## src/rtl/multicycle_datapath.sv

```systemverilog
// rtl/multicycle_datapath.sv - FSM-sequenced integer datapath with handshaked instruction/data memories.
// One instruction at a time: FETCH, DECODE, EXEC, optional MEM, WB; illegal opcodes park the core in HALT.
module multicycle_datapath #(
   parameter int DATA_WIDTH = 16,
   parameter int REG_NUM    = 16,
   parameter int PC_WIDTH   = 16,
   parameter int LINK_REG   = 7
) (
   input  logic                  clk,
   input  logic                  reset_n,
   input  logic                  lock,
   output logic                  imem_req,
   output logic [PC_WIDTH-3:0]   imem_addr,
   input  logic                  imem_ready,
   input  logic [31:0]           imem_rdata,
   output logic                  dmem_req,
   output logic                  dmem_we,
   output logic [DATA_WIDTH-1:0] dmem_addr,
   output logic [DATA_WIDTH-1:0] dmem_wdata,
   input  logic                  dmem_ready,
   input  logic [DATA_WIDTH-1:0] dmem_rdata,
   output logic [PC_WIDTH-1:0]   pc_out,
   output logic [2:0]            cc_out,
   output logic                  retire,
   output logic                  halted
);

   localparam logic [4:0] OP_BR   = 5'b00000;
   localparam logic [4:0] OP_ADD  = 5'b00001;
   localparam logic [4:0] OP_JSRR = 5'b00010;
   localparam logic [4:0] OP_MOV  = 5'b00011;
   localparam logic [4:0] OP_JSR  = 5'b00100;
   localparam logic [4:0] OP_AND  = 5'b00101;
   localparam logic [4:0] OP_LDW  = 5'b00110;
   localparam logic [4:0] OP_STW  = 5'b00111;
   localparam logic [4:0] OP_JMP  = 5'b01100;

   typedef enum logic [2:0] {
      S_FETCH,
      S_DECODE,
      S_EXEC,
      S_MEM,
      S_WB,
      S_HALT
   } state_t;

   state_t state, state_next;

   logic [PC_WIDTH-1:0]   pc;
   logic [31:0]           ir;
   logic [2:0]            cc;
   logic [DATA_WIDTH-1:0] regs [REG_NUM];
   logic [DATA_WIDTH-1:0] op_a, op_b, op_d;
   logic [DATA_WIDTH-1:0] result;
   logic [DATA_WIDTH-1:0] mem_addr;

   logic [4:0]            opcode;
   logic                  imm_sel;
   logic [2:0]            nzp;
   logic [3:0]            dst, src1, src2;
   logic signed [15:0]    imm16;

   logic [DATA_WIDTH-1:0] imm_ext, opnd_b, alu, agu;
   logic                  is_legal, is_mem, is_stw, active;

   logic [PC_WIDTH-1:0]   pc_inc, pc_rel, pc_next;
   logic                  br_taken;
   logic                  wr_en, cc_wr;
   logic [3:0]            wr_idx;
   logic [DATA_WIDTH-1:0] wr_data;
   logic [2:0]            cc_next;

   assign opcode  = ir[31:27];
   assign imm_sel = ir[24];
   assign nzp     = ir[26:24];
   assign dst     = ir[23:20];
   assign src1    = ir[19:16];
   assign src2    = ir[11:8];
   assign imm16   = signed'(ir[15:0]);

   assign is_legal = opcode inside {OP_BR, OP_ADD, OP_JSRR, OP_MOV, OP_JSR,
                                    OP_AND, OP_LDW, OP_STW, OP_JMP};
   assign is_mem   = (opcode == OP_LDW) || (opcode == OP_STW);
   assign is_stw   = (opcode == OP_STW);
   assign active   = reset_n && lock;

   // Register specifiers beyond REG_NUM read as zero and are never written.
   function automatic logic [DATA_WIDTH-1:0] reg_read(input logic [3:0] idx);
      reg_read = '0;
      for (int i = 0; i < REG_NUM; i++)
         if (idx == 4'(i)) reg_read = regs[i];
   endfunction

   always_comb begin
      imm_ext = DATA_WIDTH'(imm16);
      opnd_b  = imm_sel ? imm_ext : op_b;
      agu     = op_a + imm_ext;
      case (opcode)
         OP_ADD:  alu = op_a + opnd_b;
         OP_AND:  alu = op_a & opnd_b;
         OP_MOV:  alu = opnd_b;
         default: alu = '0;
      endcase
   end

   // nzp is {n,z,p} while cc is {P,Z,N}, so the bits pair up crosswise.
   always_comb begin
      pc_inc   = pc + PC_WIDTH'(4);
      pc_rel   = pc_inc + (PC_WIDTH'(imm16) << 2);
      br_taken = (nzp[2] & cc[0]) | (nzp[1] & cc[1]) | (nzp[0] & cc[2]);
      if (result[DATA_WIDTH-1])
         cc_next = 3'b001;
      else if (result == '0)
         cc_next = 3'b010;
      else
         cc_next = 3'b100;
   end

   always_comb begin
      pc_next = pc_inc;
      wr_en   = 1'b0;
      wr_idx  = dst;
      wr_data = result;
      cc_wr   = 1'b0;
      case (opcode)
         OP_ADD, OP_AND, OP_MOV, OP_LDW: begin
            wr_en = 1'b1;
            cc_wr = 1'b1;
         end
         OP_BR: begin
            if (br_taken) pc_next = pc_rel;
         end
         OP_JMP: pc_next = PC_WIDTH'(op_a);
         OP_JSR: begin
            wr_en   = 1'b1;
            wr_idx  = 4'(LINK_REG);
            wr_data = DATA_WIDTH'(pc_inc);
            pc_next = pc_rel;
         end
         // op_a was captured in DECODE, so src1 == LINK_REG still jumps to the old link.
         OP_JSRR: begin
            wr_en   = 1'b1;
            wr_idx  = 4'(LINK_REG);
            wr_data = DATA_WIDTH'(pc_inc);
            pc_next = PC_WIDTH'(op_a);
         end
         default: ;
      endcase
   end

   always_comb begin
      state_next = state;
      case (state)
         S_FETCH:  if (imem_ready) state_next = S_DECODE;
         S_DECODE: state_next = is_legal ? S_EXEC : S_HALT;
         S_EXEC:   state_next = is_mem ? S_MEM : S_WB;
         S_MEM:    if (dmem_ready) state_next = S_WB;
         S_WB:     state_next = S_FETCH;
         S_HALT:   state_next = S_HALT;
         default:  state_next = S_FETCH;
      endcase
   end

   always_ff @(posedge clk) begin
      if (!reset_n) begin
         state    <= S_FETCH;
         pc       <= '0;
         ir       <= '0;
         cc       <= 3'b010;
         op_a     <= '0;
         op_b     <= '0;
         op_d     <= '0;
         result   <= '0;
         mem_addr <= '0;
         for (int i = 0; i < REG_NUM; i++) regs[i] <= '0;
      end else if (lock) begin
         state <= state_next;
         case (state)
            S_FETCH: if (imem_ready) ir <= imem_rdata;
            S_DECODE: begin
               op_a <= reg_read(src1);
               op_b <= reg_read(src2);
               op_d <= reg_read(dst);
            end
            S_EXEC: begin
               result   <= alu;
               mem_addr <= agu;
            end
            S_MEM: if (dmem_ready && !is_stw) result <= dmem_rdata;
            S_WB: begin
               pc <= pc_next;
               if (cc_wr) cc <= cc_next;
               for (int i = 0; i < REG_NUM; i++)
                  if (wr_en && wr_idx == 4'(i)) regs[i] <= wr_data;
            end
            default: ;
         endcase
      end
   end

   // Requests drop combinationally with lock or reset so a frozen core never starts a transfer.
   assign imem_req   = active && (state == S_FETCH);
   assign dmem_req   = active && (state == S_MEM);
   assign dmem_we    = dmem_req && is_stw;
   assign imem_addr  = pc[PC_WIDTH-1:2];
   assign dmem_addr  = mem_addr;
   assign dmem_wdata = op_d;
   assign pc_out     = pc;
   assign cc_out     = cc;
   assign retire     = active && (state == S_WB);
   assign halted     = reset_n && (state == S_HALT);

endmodule

```

## config.mk

```make
export PLATFORM = sky130hd
export DESIGN_NAME = multicycle_datapath
export DESIGN_NICKNAME = d
export VERILOG_FILES = /design/src/rtl/multicycle_datapath.sv
export SDC_FILE = /design/constraint.sdc
export NUM_CORES = 1
export LEC_CHECK = 0
export CAP_MARGIN = 10
export CELL_PAD_IN_SITES_DETAIL_PLACEMENT = 0
export CELL_PAD_IN_SITES_GLOBAL_PLACEMENT = 1
export CORE_ASPECT_RATIO = 1.5
export CORE_MARGIN = 8
export CORE_UTILIZATION = 45
export DETAILED_ROUTE_END_ITERATION = 10
export PLACE_DENSITY_LB_ADDON = 0.1
export SLEW_MARGIN = 20
export SYNTH_ARGS = -nofsm -noshare
export SYNTH_HDL_FRONTEND = slang
export SYNTH_SLANG_ARGS = --single-unit
```

## constraint.sdc

```tcl
create_clock -name clk -period 6.3 [get_ports clk]
set_clock_uncertainty 0.05 [all_clocks]
set_input_delay 1.26 -clock clk [delete_from_list [all_inputs] [get_ports clk]]
set_output_delay 1.26 -clock clk [all_outputs]
set_load 0.01 [all_outputs]
```

==> impl_results.md, run 1 <==
- Status: finished clean
- Mapped Cells: 2507
- Num CTS Buffers: 42
- MaxCap Viol Count: 0
- Worst R2R Path Depth: 8
- Simple-gate area share of the yosys netlist: 15.4%
- Hpwl dp: 76100 um
- Post-DP Area: 0.0251 sq mm
- Post-Syn Area: 0.0235 sq mm
- M2 GR Usage: 58.1%
- Final min period: 4.72 ns
- Total routed wirelength: 101000 um
- Yosys reg bits: 390
- Met3 Use GR: 5.67%
- CP startpoint kind: input port
- CTS tree: yes
- Yosys top cell area share: 32.7%
- Full die area: 0.0599 sq mm
- Area of the multi-input gates: 0.0120 sq mm
- Register-to-register setup slack: 2.39 ns
- Crit-path max FO: 23
- Number of global-route vias before repair: 21000
- First-pass DRT Iterations: 6
- Vias: 21400
- Sequential area share after synthesis: 44.1%
- Count leader, synth: nor2_1
- WHS Path Cells: 2
- Root Driver: clkbuf_16
- Global routing's busiest layer: met2
- Number of gates resized after CTS: 0
- F_max: 212 MHz
- Top Ports: 123
- Clk_lat worst skew: 0.60 ns
- Final hold viol count: 0
- Final setup TNS: 0 ns
- Post-route ant nets: 0
- Setup CP Type: in2out
- Gr usage total: 32.8%
- Critical Path RT: 4.99 ns
- Mux cell area share after synthesis: 7.89%
- Initial Utilization: 45.6%
- Setup crit end: retire
- Clock-pin slew on the worst setup and hold paths: 0.06 ns
- Initial antenna violation count: 1
- Arrival @ worst endpoint: 3.41 ns
- CP startpoint: lock
- Layout area overhead: 13.1%
- # DRC: 0
- Top_reg_cell synth: edfxtp_1
- Largest family of logic cells by synthesized area: compound AO/OA/AOI/OAI gates
- Post-synthesis average cell area: 9.37 sq um
- Fin area: 0.0266 sq mm
- Via density per instance: 6.59
- Peak VDD IR: 0.276 mV
- Endpoints failing setup: 0
- Largest cells by area after synthesis: edfxtp_1, dfxtp_1, nor2_1, o21ai_0, nand2_1
- Dpl cells: 3166
- Largest net degree at the start of global routing: 69
- Max-slew headroom: 23.1%
- Row count: 102
- H-tree depth: 2
- Endpoint class of the critical path: output port
- Post-synth cell types: 90
- DRT iter0 DRCs: 2240
- Post-synthesis xor/xnor area fraction: 1.60%
- Synth area leader: edfxtp_1
- Clock buffer depth: 3
- Grt total ovfl: 0
- Unrepaired setup endpoints after global routing: no
- Die W: 203 um
- Post-synth top cells: nor2_1, nand2_1, edfxtp_1
- Placeable Area: 0.0516 sq mm
- Worst slew pin tran: 1.15 ns
- Synth Area in Compound Gates: 23.3%
- EDFF count, synth: 256
- IO Port Bufs: 122
- Register area: 0.0104 sq mm
- Die height: 296 um
- Slew Limit Fails: 0
- Synth Area in Adders: 2.65%
- Global-route wire length before repair: 145000 um
- Final Cycle Share: 75.0%
- Worst r2r src: ir[8]
- Mapped Nets: 2608
- Share of layout cells above drive strength 1: 10.1%
- Postcts setup bufs: 0
- Synth warn: 0
- Hold_buf cts: 0
- Ys async rst share: 0%
- R2R Path End: op_b[15]
- Post-Layout Cell Count: 3247
- Leakage: 0.00930 uW
- Routed WL per cell: 31.0 um
- Met1 usage: 34.3%
- Pwr dens: 246 mW/mm^2
- RD Place Congestion: 1.01
- FILL cells: 4823
- Nets: 2637
- Hold WC Path Type: reg2reg
- Clk sinks: 390
[how the worst min path moves through the flow]
| stage | slack (ns) | from | endpoint |
|---|---|---|---|
| final | 0.39 | dmem_wdata[6] | dmem_wdata[6] |
| after global routing | 0.42 | dmem_wdata[13] | dmem_wdata[13] |
| after CTS | 0.39 | dmem_wdata[6] | dmem_wdata[6] |
| after detailed placement | 0.39 | dmem_wdata[6] | dmem_wdata[6] |
| after global placement | 0.38 | dmem_wdata[6] | dmem_wdata[6] |
| after floorplan | 0.37 | op_b[4] | op_b[4] |
[per-stage QoR]
step	hold WS (ns)	power, uW	setup slack, ns	utilization, %
finish	0.390	6550	1.58	51.6
floorplan	0.373	3540	2.38	-
global placement	0.381	3940	1.39	48.7
global route	0.418	6720	1.51	51.6
detailed placement	0.385	3950	1.31	48.7
CTS	0.393	6550	1.60	51.5
[layout by cell type, fill, tap and decap left out, types with 43 or more instances in the layout]
cell type,instances
nor2_1,318
nand2_1,271
edfxtp_1,256
o21ai_0,211
a21oi_1,146
dfxtp_1,128
clkdlybuf4s50_1,121
buf_4,70
mux2i_1,58
a22oi_1,54
inv_1,49
o22ai_1,46
ha_1,45
clkbuf_16,43
[flip-flops by register name, indices dropped and copies added (netlist names)]
name and cells:
state 3, cc_out 3, pc_out 16, ir 32
result 16, op_b 16, dmem_wdata 16, op_a 16
regs 256, dmem_addr 16
[cell families (layout without fill, tap and decap cells)]
| kind of cell | count (synthesis) | after routing |
|---|---|---|
| compound gates | 824 | 824 |
| flops | 390 | 390 |
| other cells | 0 | 1 |
| mux | 130 | 130 |
| fa+ha+maj | 48 | 48 |
| xor+xnor | 42 | 42 |
| buf+inv | 260 | 323 |
| simple gates | 813 | 813 |
[worst max-delay path, stage by stage]
cell and delay (ns):
clkdlybuf4s50_1 0.64, and2b_1 0.29, and3b_1 0.19, buf_4 0.30
and2_1 0.18, clkdlybuf4s50_1 0.53
[layout make-up]
| cell class | count | share of cell area [%] |
|---|---|---|
| clock inverters | 22 | 1.04 |
| clock buffers | 56 | 4.36 |
| multi-input cells | 1857 | 45.0 |
| repair buffers | 194 | 6.66 |
| well taps | 676 | 3.18 |
| inverters | 51 | 0.720 |
| diodes | 1 | 0.00941 |
| flip-flops and latches | 390 | 39.0 |
[metal layers]
metal / wire [um] / part of all wire, %
met1: 33700 / 33
met2: 49900 / 50
met3: 7830 / 7.8
met4: 9230 / 9.2
met5: 0 / 0
[where the power goes]
part	internal [uW]	switching, uW
Combinational	335	600
Clock	1510	1100
Sequential	2840	153
Note: power is estimated with default switching activity, not from simulation.
==> run 2, diff against run 1 <==
==> constraint.sdc (replaced) <==
create_clock -name clk -period 4.5 [get_ports clk]
set_clock_uncertainty 0.05 [all_clocks]
set_input_delay 0.9 -clock clk [delete_from_list [all_inputs] [get_ports clk]]
set_output_delay 0.9 -clock clk [all_outputs]
set_load 0.01 [all_outputs]
==> run 2 against run 1 <==
Net effect: sequential cell count is the same; largest cell class unchanged; register-to-register slack lost 1.4 ns; global-route usage is essentially flat.
==> impl_results.md, run 2 (synthesized netlist as in run 1, its figures left out) <==
- Status: finished clean
- Root Driver: clkbuf_16
- Number of global-route vias before repair: 21100
- Worst Hold Slack: 0.386 ns
- CP startpoint: lock
- Post-DP Area: 0.0256 sq mm
- Final hold viol count: 0
- Hold WC Path Type: reg2reg
- Largest net degree at the start of global routing: 117
- Clk sinks: 390
- Post-route ant nets: 0
- Worst r2r src: ir[24]
- Routed WL per cell: 30.6 um
- Vias: 21500
- Nets: 2691
- IO Port Bufs: 122
- Final min period: 3.79 ns
- Max-slew headroom: 27.2%
- Die W: 203 um
- Global-route wire length before repair: 145000 um
- Hold_buf cts: 0
- Hpwl dp: 77600 um
- Initial Utilization: 45.6%
- # DRC: 0
- Pwr dens: 339 mW/mm^2
- Peak VDD IR: 0.338 mV
- Commonest non-fill, non-tap cells in the layout: nor2_1, nand2_1, edfxtp_1
- Final Cycle Share: 84.2%
- Commonest non-fill, non-tap cell in the layout: nor2_1
- Layout area overhead: 15.0%
- Initial antenna violation count: 1
- Clock buffer depth: 3
- Top Ports: 123
- Hold Crit Start: dmem_wdata[6]
- Grt total ovfl: 0
- DRT iter0 DRCs: 1967
- Leakage: 0.00955 uW
- Slew Limit Fails: 0
- FILL cells: 4898
- Max reg flops: 256
- Row count: 102
- Final core utilization: 52.4%
- Clock-pin slew on the worst setup and hold paths: 0.06 ns
- Fin area: 0.0270 sq mm
- Ant. Diodes: 0
- Endpoint class of the critical path: output port
- CP startpoint kind: input port
- Setup CP Type: in2out
- Via density per instance: 6.51
- Register with the most flip-flops: regs
- Number of gates resized after CTS: 0
- Postcts setup bufs: 0
- MaxCap Viol Count: 0
- H-tree depth: 2
- Arrival @ worst endpoint: 2.84 ns
- Full die area: 0.0599 sq mm
- Largest registers: regs x256, ir x32
- First-pass DRT Iterations: 7
- Final setup TNS: 0 ns
- Worst slew pin tran: 1.08 ns
- Endpoints failing setup: 0
- CTS tree: yes
- F_max: 264 MHz
- Num CTS Buffers: 42
- RD Place Congestion: 0.990
- Share of layout cells above drive strength 1: 11.6%
- Critical Path RT: 3.55 ns
- Placeable Area: 0.0516 sq mm
- Unrepaired setup endpoints after global routing: no
- Area of the multi-input gates: 0.0119 sq mm
- Total routed wirelength: 101000 um
- Register area: 0.0104 sq mm
- Gr usage total: 32.8%
- Crit-path max FO: 9
- Clk_lat worst skew: 0.58 ns
- Die height: 296 um
run 2: cell types whose count changed in the layout (fill, tap and decap cells not counted), sizes merged:
cell	previous run	this run
inv	52	51
diode	1	0
bufinv	5	4
clkinvlp	2	4
clkinv	14	11
clkbuf	58	61
buf	71	125
run 2: cell type report:
class | instances | share of cell area, %
Multi-Input combinational cell | 1857 | 44.2
Sequential cell | 390 | 38.4
Timing Repair Buffer | 248 | 8.29
Clock buffer | 59 | 4.44
Tap cell | 676 | 3.13
Clock inverter | 19 | 0.787
Inverter | 51 | 0.709
run 2: report_power, final:
| part | switching, uW | total (uW) | internal [uW] |
|---|---|---|---|
| clock network | 1510 | 3610 | 2100 |
| logic | 845 | 1340 | 498 |
| registers | 216 | 4190 | 3980 |
| total | 2580 | 9150 | 6580 |
run 2: path summary, 6_finish.rpt:
check,depth (start not counted),end,slack [ns]
setup / recovery,5,retire,0.71
hold / removal,2,dmem_wdata[6],0.39
setup reg to reg,11,result[12],0.97
hold reg to reg,2,dmem_wdata[6],0.39
run 2: routing by layer:
layer	GRT usage, %	vias to the layer above	part of all wire (%)
li1	-	9544	-
met1	34.3	10500	34
met2	58.8	1127	51
met3	5.04	346	6.5
met4	25.3	0	8.6
met5	0	-	0
run 2: worst max-delay path, stage by stage:
cell	delay [ns]
clkdlybuf4s50_1	0.63
and2b_1	0.29
and3b_1	0.20
and2_1	0.24
clkdlybuf4s50_1	0.57
run 2: per-stage QoR:
| stage | setup slack [ns] | total power, uW | std cells |
|---|---|---|---|
| final | 0.712 | 9150 | 3300 |
| after global routing | 0.603 | 9420 | 3300 |
| after CTS | 0.642 | 9160 | 3298 |
| after detailed placement | 0.637 | 5570 | 3220 |
| after global placement | 0.649 | 5560 | 3220 |
| after floorplan | 0.936 | 4960 | 2507 |
